### src/rtl/systolic_sequencer_if.sv
// systolic_sequencer_if: job request inputs and buffer/array/drain strobes of the systolic sequencer
interface systolic_sequencer_if;
    logic       start;
    logic       abort;
    logic [6:0] k_len;
    logic       mode_in;
    logic       buf_rd_en;
    logic [6:0] buf_rd_addr;
    logic       array_valid;
    logic       i_mode;
    logic       acc_clear;
    logic       drain_en;
    logic [3:0] drain_addr;
    logic       busy;
    logic       done;
    modport master (
        output start, abort, k_len, mode_in,
        input  buf_rd_en, buf_rd_addr, array_valid, i_mode, acc_clear, drain_en, drain_addr, busy, done
    );
    modport slave (
        input  start, abort, k_len, mode_in,
        output buf_rd_en, buf_rd_addr, array_valid, i_mode, acc_clear, drain_en, drain_addr, busy, done
    );
endinterface

### src/rtl/systolic_sequencer.sv
// systolic_sequencer: clear/stream/flush/drain job sequencer for a systolic array, all outputs registered
module systolic_sequencer #(
    parameter int ARRAY_DIM = 4,
    parameter int DRAIN_LEN = 16
) (
    input logic                    clk,
    input logic                    rst,
    systolic_sequencer_if.slave    bus
);
    typedef enum logic [2:0] {IDLE, CLEAR, STREAM, FLUSH, DRAIN, DONE} state_t;
    localparam logic [6:0] FLUSH_LAST = 7'(2 * ARRAY_DIM - 2);
    localparam logic [6:0] DRAIN_LAST = 7'(DRAIN_LEN - 1);
    state_t     state, nstate;
    logic [6:0] cnt, ncnt, k_reg;
    logic       accept;
    logic       rd_en_d, clr_d, drain_en_d, busy_d, done_d;
    logic [6:0] rd_addr_d;
    logic [3:0] drain_addr_d;
    always_ff @(posedge clk) begin
        if (rst) begin
            state <= IDLE;
            cnt   <= '0;
            k_reg <= '0;
        end else begin
            state <= nstate;
            cnt   <= ncnt;
            if (accept) k_reg <= bus.k_len;
        end
    end
    always_comb begin
        accept = state == IDLE && bus.start && !bus.abort;
        nstate = state;
        unique case (state)
            IDLE:    if (accept) nstate = (bus.k_len != 7'd0) ? CLEAR : DONE;
            CLEAR:   nstate = STREAM;
            STREAM:  if (cnt == k_reg - 7'd1) nstate = FLUSH;
            FLUSH:   if (cnt == FLUSH_LAST) nstate = DRAIN;
            DRAIN:   if (cnt == DRAIN_LAST) nstate = DONE;
            DONE:    nstate = IDLE;
            default: nstate = IDLE;
        endcase
        if (bus.abort && state != IDLE) nstate = IDLE;
        // the counter restarts on every state change so each phase counts from 0
        ncnt = (nstate != state || state == IDLE) ? 7'd0 : cnt + 7'd1;
    end
    always_comb begin
        clr_d        = nstate == CLEAR;
        rd_en_d      = nstate == STREAM;
        rd_addr_d    = rd_en_d ? ncnt : 7'd0;
        drain_en_d   = nstate == DRAIN;
        drain_addr_d = drain_en_d ? ncnt[3:0] : 4'd0;
        busy_d       = nstate != IDLE;
        done_d       = nstate == DONE;
    end
    always_ff @(posedge clk) begin
        if (rst) begin
            bus.acc_clear   <= 1'b0;
            bus.buf_rd_en   <= 1'b0;
            bus.buf_rd_addr <= '0;
            bus.array_valid <= 1'b0;
            bus.drain_en    <= 1'b0;
            bus.drain_addr  <= '0;
            bus.busy        <= 1'b0;
            bus.done        <= 1'b0;
            bus.i_mode      <= 1'b0;
        end else begin
            bus.acc_clear   <= clr_d;
            bus.buf_rd_en   <= rd_en_d;
            bus.buf_rd_addr <= rd_addr_d;
            // one-cycle buffer read latency; killed immediately on abort
            bus.array_valid <= bus.buf_rd_en && nstate != IDLE;
            bus.drain_en    <= drain_en_d;
            bus.drain_addr  <= drain_addr_d;
            bus.busy        <= busy_d;
            bus.done        <= done_d;
            if (accept) bus.i_mode <= bus.mode_in;
        end
    end
endmodule

### src/flat_wrapper.sv
// flat-port wrapper written by rule: the top's interface ports become plain ports
module systolic_sequencer_flat 
#(
    parameter int ARRAY_DIM = 4,
    parameter int DRAIN_LEN = 16
)
  (clk, rst, bus_start, bus_abort, bus_k_len, bus_mode_in, bus_buf_rd_en, bus_buf_rd_addr, bus_array_valid, bus_i_mode, bus_acc_clear, bus_drain_en, bus_drain_addr, bus_busy, bus_done);
  systolic_sequencer_if bus_i ();
  input logic clk;
  input logic rst;
  input wire logic [$bits(bus_i.start)-1:0] bus_start;
  input wire logic [$bits(bus_i.abort)-1:0] bus_abort;
  input wire logic [$bits(bus_i.k_len)-1:0] bus_k_len;
  input wire logic [$bits(bus_i.mode_in)-1:0] bus_mode_in;
  output wire logic [$bits(bus_i.buf_rd_en)-1:0] bus_buf_rd_en;
  output wire logic [$bits(bus_i.buf_rd_addr)-1:0] bus_buf_rd_addr;
  output wire logic [$bits(bus_i.array_valid)-1:0] bus_array_valid;
  output wire logic [$bits(bus_i.i_mode)-1:0] bus_i_mode;
  output wire logic [$bits(bus_i.acc_clear)-1:0] bus_acc_clear;
  output wire logic [$bits(bus_i.drain_en)-1:0] bus_drain_en;
  output wire logic [$bits(bus_i.drain_addr)-1:0] bus_drain_addr;
  output wire logic [$bits(bus_i.busy)-1:0] bus_busy;
  output wire logic [$bits(bus_i.done)-1:0] bus_done;
  assign bus_i.start = bus_start;
  assign bus_i.abort = bus_abort;
  assign bus_i.k_len = bus_k_len;
  assign bus_i.mode_in = bus_mode_in;
  assign bus_buf_rd_en = bus_i.buf_rd_en;
  assign bus_buf_rd_addr = bus_i.buf_rd_addr;
  assign bus_array_valid = bus_i.array_valid;
  assign bus_i_mode = bus_i.i_mode;
  assign bus_acc_clear = bus_i.acc_clear;
  assign bus_drain_en = bus_i.drain_en;
  assign bus_drain_addr = bus_i.drain_addr;
  assign bus_busy = bus_i.busy;
  assign bus_done = bus_i.done;
  systolic_sequencer #(.ARRAY_DIM(ARRAY_DIM), .DRAIN_LEN(DRAIN_LEN)) u_core (.clk(clk), .rst(rst), .bus(bus_i));
endmodule
### config.mk
export PLATFORM = sky130hd
export DESIGN_NAME = systolic_sequencer_flat
export DESIGN_NICKNAME = d
export VERILOG_FILES = /design/src/rtl/systolic_sequencer_if.sv /design/src/rtl/systolic_sequencer.sv /design/src/flat_wrapper.sv
export SDC_FILE = /design/constraint.sdc
export NUM_CORES = 1
export LEC_CHECK = 0
export ABC_AREA = 1
export BUFFER_PORTS_ARGS = -buffer_cell sky130_fd_sc_hd__buf_2
export CAP_MARGIN = 20
export CORE_UTILIZATION = 29
export CTS_CLUSTER_DIAMETER = 200
export DETAILED_ROUTE_END_ITERATION = 7
export GPL_TIMING_DRIVEN = 0
export PLACE_DENSITY_LB_ADDON = 0.1
export REMOVE_ABC_BUFFERS = 1
export SYNTH_ARGS = -nofsm -noshare
export SYNTH_HDL_FRONTEND = slang
export SYNTH_SLANG_ARGS = --single-unit
export TNS_END_PERCENT = 100
### constraint.sdc
create_clock -name clk -period 2.3 [get_ports clk]
set_input_delay 0.46 -clock clk [delete_from_list [all_inputs] [get_ports clk]]
set_output_delay 0.46 -clock clk [all_outputs]
set_load 0.05 [all_outputs]
==> results.md, run 1 <==
* Outcome: finished clean
* First-pass GRT wire length at approximately 5.8 mm
* DRT iter0 DRCs at a little over 60
* CTS tree: yes
* Syn Area/Cell at about 7.4 um2
* Worst Skew at 0.00374 ns
* Peak fanout along the critical path at 17
* DRC violations left at 0
* Number of cell rows at 26
* Synth area leader: dfxtp_1
* Post-CTS Setup Bufs at 0
* Dpl hpwl at ~2.7 mm
* Critical path class: reg2reg
* GR Overflow Total at 0
* RSZ-0062 raised after global routing: no
* WL final at approximately 3.5 mm
* FF+latch count, synth at 35
* Max Root-Sink Buffers at 2
* Clock Tree Root: clkbuf_8
* Sink Count at 35
* Seq pwr share at between 40% and 50%
* N_diodes at 0
* Worst-Skew Late Latency at roughly 0.28 ns
* Static leakage at approximately 0.94 nW
* Utilization after layout at 36.8%
* Top cells by area, synth: dfxtp_1, nand2_1, nor2_1
* Share of post-route cells with drive strength above 1 at between 20% and 30%
* Routed vias/inst at 4.31
* Area growth syn-to-layout at 20.6%
* CP Data Required Time at ~2.5 ns
* Arrival time at the worst endpoint at roughly 2.1 ns
* Nets at roughly 260
* Initial antenna violation count at 0
* Core ar. at roughly 5200 um2
* Fmax at between 500 and 600 MHz
* Vias at around 1400
* Share of the synthesized area in the top cell type at about 44%
* Synth cell types at 25
* Number of global-route vias before repair at about 1200
* Tmin final at approximately 1.9 ns
* DRT Pass-1 Iters at 4
* Largest net degree at the start of global routing at 18
* Die H at around 76 um
* Die footprint at between 5000 and 6000 um2
* Worst vdd ir at roughly 240 uV
* Ys Warns at 0
* Switching power at between 0.0003 and 0.0004 W
* Worst reg-to-reg path cell count at 9
* Cts bufs inserted at 5
* Crit start category: register
* CP endpoint kind: register
* Clk slew on worst S/H paths at 0.07 ns
* Synthesized instance count at around 210
* Clock power frac at about two fifths
* Cts hold-fix bufs at 0
* Cts repair resizes at 0
* Max_cap viols at 0
* Final Power at between 0.001 and 0.0015 W
* Register-to-register setup slack at about 0.40 ns
* Sw frac at 25.4%
* Tcrit/Tclk final at 82.4%
* Cell area after synthesis at approximately 1600 um2
* Cell Int Power at approximately 0.00094 W
* Post-route setup TNS at 0 ns
* Port-buffer cells at 29
* I/O pin count at 30
* Post-synthesis sequential area ratio at approximately 44%
* Hold Fails Final Rpt at 0
* Final setup vio count at 0
* Combinational share of power at between 10% and 20%
* Routed Antenna Nets at 0
* Slew HR at just over 70%
* CTS H-tree depth at 2
* Worst-Margin Slew at a little over 0.4 ns
* Hold WC Path Type: reg2reg
* GPL Wtd Cong at 0.788
* Starting Density at a little under a third
* Tot GR Track Use at between 10% and 20%
* P per Cell Area at approximately 660 nW/um2
* Per-cell routed wire length at 11.0 um
* Die X at about 76 um
* Slew Viols, Final at 0
* Hold depth at 1
## power by group through the flow
stage / logic [W] / clock network, W / registers (W)
after detailed placement: 0.000149 / 0 / 0.000644
final: 0.000149 / 0.000486 / 0.000630
after CTS: 0.000150 / 0.000503 / 0.000630
after global placement: 0.000150 / 0 / 0.000644
after global routing: 0.000173 / 0.000530 / 0.000632
after floorplan: 0.0000972 / 0 / 0.000656
## worst paths after layout
check,end,startpoint
setup / recovery,u_core.bus.drain_addr[3]$_SDFF_PP0_,u_core.state[2]$_SDFF_PP0_
setup reg to reg,u_core.bus.drain_addr[3]$_SDFF_PP0_,u_core.state[2]$_SDFF_PP0_
hold / removal,u_core.bus.array_valid$_SDFF_PP0_,u_core.bus.buf_rd_en$_SDFF_PP0_
hold reg to reg,u_core.bus.array_valid$_SDFF_PP0_,u_core.bus.buf_rd_en$_SDFF_PP0_
## per-stage QoR
step           area (um2)  hold WS [ns]  instances  setup slack [ns]
3_3_place_gp         1810         0.430        310            0.0665
4_1_cts              1910         0.445        318             0.330
2_1_floorplan        1570         0.436        211             0.682
6_report             1910         0.440        318             0.404
5_1_grt              1910         0.453        318             0.140
3_5_place_dp         1810         0.435        310             0.106
## cell usage in the layout (no fill, tap or decap), types with 2 or more instances in the layout
cell type / count
o21ai_1: 2
nand3_2: 5
buf_2: 29
nand4_1: 7
inv_2: 3
o21ai_0: 9
dfxtp_1: 35
nand3_1: 9
nand2_4: 2
clkbuf_8: 7
xor2_1: 5
a21oi_1: 8
inv_1: 29
ha_1: 3
nor2_1: 38
nand2_1: 42
nor3_1: 3
xnor2_1: 3
## worst max-delay path: stages, from the launching register on
cell	delay (ns)
dfxtp_1	0.32
nor2_1	0.21
nand4_2	0.36
nor2_1	0.27
nand3_1	0.13
nand2_1	0.10
nand3_1	0.08
inv_1	0.09
nand2_1	0.14
nor2_1	0.13
## metal layers
metal	wire length (um)	GRT usage, %	share of wire [%]	vias up
li1	-	-	-	737
met4	48	5.56	1.4	0
met2	1480	20.7	42	26
met5	0	0	0	-
met3	147	4.10	4.2	5
met1	1830	19.0	52	603
## cell usage after synthesis, drive strengths merged
library cell   n
inv           32
nor2          39
nor4           1
nand2         45
dfxtp         35
xnor2          3
xor2           5
o21ai         11
nor3           4
nand3         14
a211oi         1
clkbuf         2
nand4          8
a21oi          9
o21a           1
ha             3
## cells by family after synthesis
| family | after synthesis | synth area share [%] |
|---|---|---|
| adder cells (fa/ha/maj) | 3 | 2.38 |
| AND/OR/NAND/NOR | 111 | 32.8 |
| flip-flops | 35 | 44.3 |
| AO/OA/AOI/OAI | 22 | 8.00 |
| buffers and inverters | 34 | 8.08 |
| XOR/XNOR | 8 | 4.43 |
## layout make-up
type                    count  area, um2
flip-flops and latches     35        701
fillers                   565       3270
well taps                  70       87.6
clock buffers               8        100
repair buffers             29        145
inverters                  32        120
multi-input cells         144        752
(Power assumes the default switching activity.)
==> run 2, diff against run 1 <==
--- a/config.mk
+++ b/config.mk
@@ -5,7 +5,7 @@
 export SDC_FILE = /design/constraint.sdc
 export NUM_CORES = 1
 export LEC_CHECK = 0
-export ABC_AREA = 1
+export ABC_AREA = 0
 export BUFFER_PORTS_ARGS = -buffer_cell sky130_fd_sc_hd__buf_2
 export CAP_MARGIN = 20
 export CORE_UTILIZATION = 29
==> constraint.sdc (replaced) <==
create_clock -name clk -period 1.77 [get_ports clk]
set_input_delay 0.354 -clock clk [delete_from_list [all_inputs] [get_ports clk]]
set_output_delay 0.354 -clock clk [all_outputs]
set_load 0.05 [all_outputs]
==> results.md, run 2 <==
* Tot GR Track Use at roughly 16%
* Asr flop ratio synth at 0%
* Cell Int Power at 0.00132 W
* Synthesized instance count at roughly 170
* Post-synthesis sequential area ratio at between 40 and 50%
* Fmax at between 500 and 600 MHz
* Routed Antenna Nets at 0
* Design area at 2270 um2
* Crit-path max cell delay at between 0.5 and 0.6 ns
* Most common cell in the netlist: dfxtp_1
* Crit start category: register
* Sw frac at roughly 26%
* Peak fanout along the critical path at 5
* Max Root-Sink Buffers at 2
* Combinational share of power at between 10 and 15%
* Cell area after synthesis at between 1500 and 2000 um2
* Die X at ~77 um
* Cts bufs inserted at 5
* CTS tree: yes
* RSZ-0062 raised after global routing: yes
* Vias at 1445
* Static leakage at between 0.9 and 1 nW
* RR Startpoint: u_core.state[1]$_SDFF_PP0_
* Worst-Skew Late Latency at approximately 0.29 ns
* Die footprint at between 5000 and 6000 um2
* Max_cap viols at 0
* DRT iter0 DRCs at 88
* Top FF cell, synth: dfxtp_1
* CTS H-tree depth at 2
* Hold Fails Final Rpt at 0
* WL final at 4.35 mm
* Clock power frac at about two fifths
* Failing checks: negative setup slack
* Per-cell routed wire length at about 15 um
* Syn Area/Cell at 9.66 um2
* R2R Path End: u_core.cnt[1]$_SDFF_PP0_
* Top cells by area, synth: dfxtp_1, xnor2_1, nor2_1
* Number of cell rows at 26
* Post-route setup TNS at -2.82 ns
* Routed vias/inst at 5.11
* Final Worst Setup Slack at -0.160 ns
* GPL Wtd Cong at around 0.82
* Worst reg-to-reg path cell count at 6
* Number of global-route vias before repair at roughly 1500
* Worst vdd ir at ~280 uV
* Most frequent cells in the layout: buf_2, dfxtp_1, nor2_1
* Commonest cells in the netlist: dfxtp_1, nor2_1, nand2_1
* Area growth syn-to-layout at 39.2%
* CP endpoint kind: register
* Worst-Margin Slew at between 0.5 and 0.6 ns
* Tmin final at slightly below 2 ns
* Share of the synthesized area in the top cell type at roughly 43%
* Arrival time at the worst endpoint at approximately 2.1 ns
* Final setup vio count at 23
* Worst hold endpoint: u_core.bus.i_mode$_SDFFE_PP0P_
* DRT Pass-1 Iters at 4
* Area after DPL at roughly 1800 um2
* CP Cell Sequence: or3b_2 -> or3_4 -> o211ai_4 -> buf_4 -> a31o_4 -> a211oi_2
* Commonest non-fill, non-tap cell in the layout: buf_2
* Dpl hpwl at between 2 and 3 mm
* I/O pin count at 30
* Hold Startpoint: bus_mode_in
* Synth area leader: dfxtp_1
* Slew HR at 61.8%
* Worst Skew at 0.00822 ns
* Hold depth at 3
* P per Cell Area at approximately 780 nW/um2
* Critical path class: reg2reg
* Register-to-register setup slack at -0.16 ns
* Synth cell types at between 40 and 50
* FF+latch count, synth at 35
* Outcome: complete, but fails checks
* Fin cells at 283
* Ys Warns at 0
* Core ar. at around 5300 um2
* Crit-path slowest cell: or3b_2
* Tcrit/Tclk final at 109%
* First-pass GRT wire length at around 7.3 mm
* Clock Tree Root: clkbuf_8
* Placed Cells at 260
* Seq pwr share at between 40% and 50%
* CP Data Required Time at around 1.9 ns
* Starting Density at between 30% and 40%
* Nets at approximately 230
* Largest net degree at the start of global routing at 17
* N_diodes at 0
* Post-synth EDFFs at 0
* Initial antenna violation count at 0
* Hold WC Path Type: in2reg
* Clk slew on worst S/H paths at 0.07 ns
* GR Overflow Total at 0
* Share of post-route cells with drive strength above 1 at 46.0%
* Port-buffer cells at 29
* Switching power at between 0.0004 and 0.0005 W
* Slew Viols, Final at 0
* Sink Count at 35
* DRC violations left at 0
* Cts hold-fix bufs at 0
* Die H at ~77 um
==> run 2: cell count changes after synthesis, moves of 3 or more <==
cell      previous run  this run
nand2_1             42        11
mux2i_1              0         8
inv_2                3         0
nand3_2              5         0
xnor2_1              3        10
nor2_1              38        22
nand4_1              7         1
a211oi_1             1         7
inv_1               29         4
nor3_1               3         7
o21ai_0              9         0
nand3_1              9         5
==> run 2: timing repair <==
| item | 4_1_cts | 5_1_grt |
|---|---|---|
| gates cloned | 2 | 0 |
| endpoints found under the hold margin | 0 | 0 |
| pin swaps | 18 | 16 |
| endpoints found under the setup margin | 26 | 26 |
| resized for setup | 32 | 16 |
| buffers inserted | 12 | 1 |
==> run 2: cells by family (layout without fill, tap and decap cells) <==
| family | count (synthesis) | in the layout | share of synthesized area [%] |
|---|---|---|---|
| XOR/XNOR | 15 | 15 | 8.05 |
| multiplexers | 8 | 8 | 4.90 |
| buffers and inverters | 12 | 54 | 3.29 |
| adder cells (fa/ha/maj) | 3 | 3 | 2.30 |
| flip-flops | 35 | 35 | 42.9 |
| AO/OA/AOI/OAI | 33 | 35 | 18.7 |
| AND/OR/NAND/NOR | 63 | 63 | 19.8 |
==> run 2: power groups by stage <==
stage | clock (W) | sequential (W) | combinational, W
floorplan | 0 | 0.000845 | 0.000103
global placement | 0 | 0.000833 | 0.000160
detailed placement | 0 | 0.000833 | 0.000162
CTS | 0.000745 | 0.000810 | 0.000235
global route | 0.000783 | 0.000812 | 0.000260
finish | 0.000721 | 0.000811 | 0.000242
==> run 2: through the flow <==
step	power [W]	hold WS, ns	util [%]	setup WS (ns)
floorplan	0.000947	0.426	-	-0.457
global placement	0.000993	0.469	34.7	-0.816
global route	0.00186	0.326	43.1	-0.254
CTS	0.00179	0.299	41.6	-0.181
finish	0.00177	0.304	43.1	-0.160
detailed placement	0.000995	0.482	34.7	-0.817
==> run 2: worst max-delay path: cells and delay by family (launching register included) <==
family          cells  cell delay (ns)
simple gates        2             0.89
buf+inv             1             0.17
compound gates      3             0.38
flops               1             0.36
==> run 2: worst max path at each step <==
stage | from | endpoint | slack (ns) | cells after the start
detailed placement | bus_abort | u_core.bus.drain_addr[1]$_SDFF_PP0_ | -0.82 | 6
floorplan | u_core.state[1]$_SDFF_PP0_ | u_core.bus.drain_addr[0]$_SDFF_PP0_ | -0.46 | 5
CTS | u_core.state[1]$_SDFF_PP0_ | u_core.bus.drain_addr[1]$_SDFF_PP0_ | -0.18 | 5
global placement | bus_abort | u_core.bus.drain_addr[1]$_SDFF_PP0_ | -0.82 | 6
global route | u_core.cnt[0]$_SDFF_PP0_ | u_core.bus.buf_rd_addr[0]$_SDFF_PP0_ | -0.25 | 8
finish | u_core.state[1]$_SDFF_PP0_ | u_core.cnt[1]$_SDFF_PP0_ | -0.16 | 6
==> run 2: cell type report <==
type,instances,area [um2]
clock inverter,3,43.8
clock buffer,5,68.8
tap,70,87.6
fill,520,3000
sequential,35,718
multi-input combinational,124,1090
timing repair buffer,42,243
inverter,4,17.5
==> run 2: routing by layer <==
metal | routed length (um) | global-route usage (%) | vias to the layer above
li1 | - | - | 700
met2 | 2090 | 26.3 | 27
met1 | 2000 | 19.6 | 708
met3 | 162 | 4.52 | 10
met4 | 98 | 6.04 | 0
met5 | 0 | 0 | -
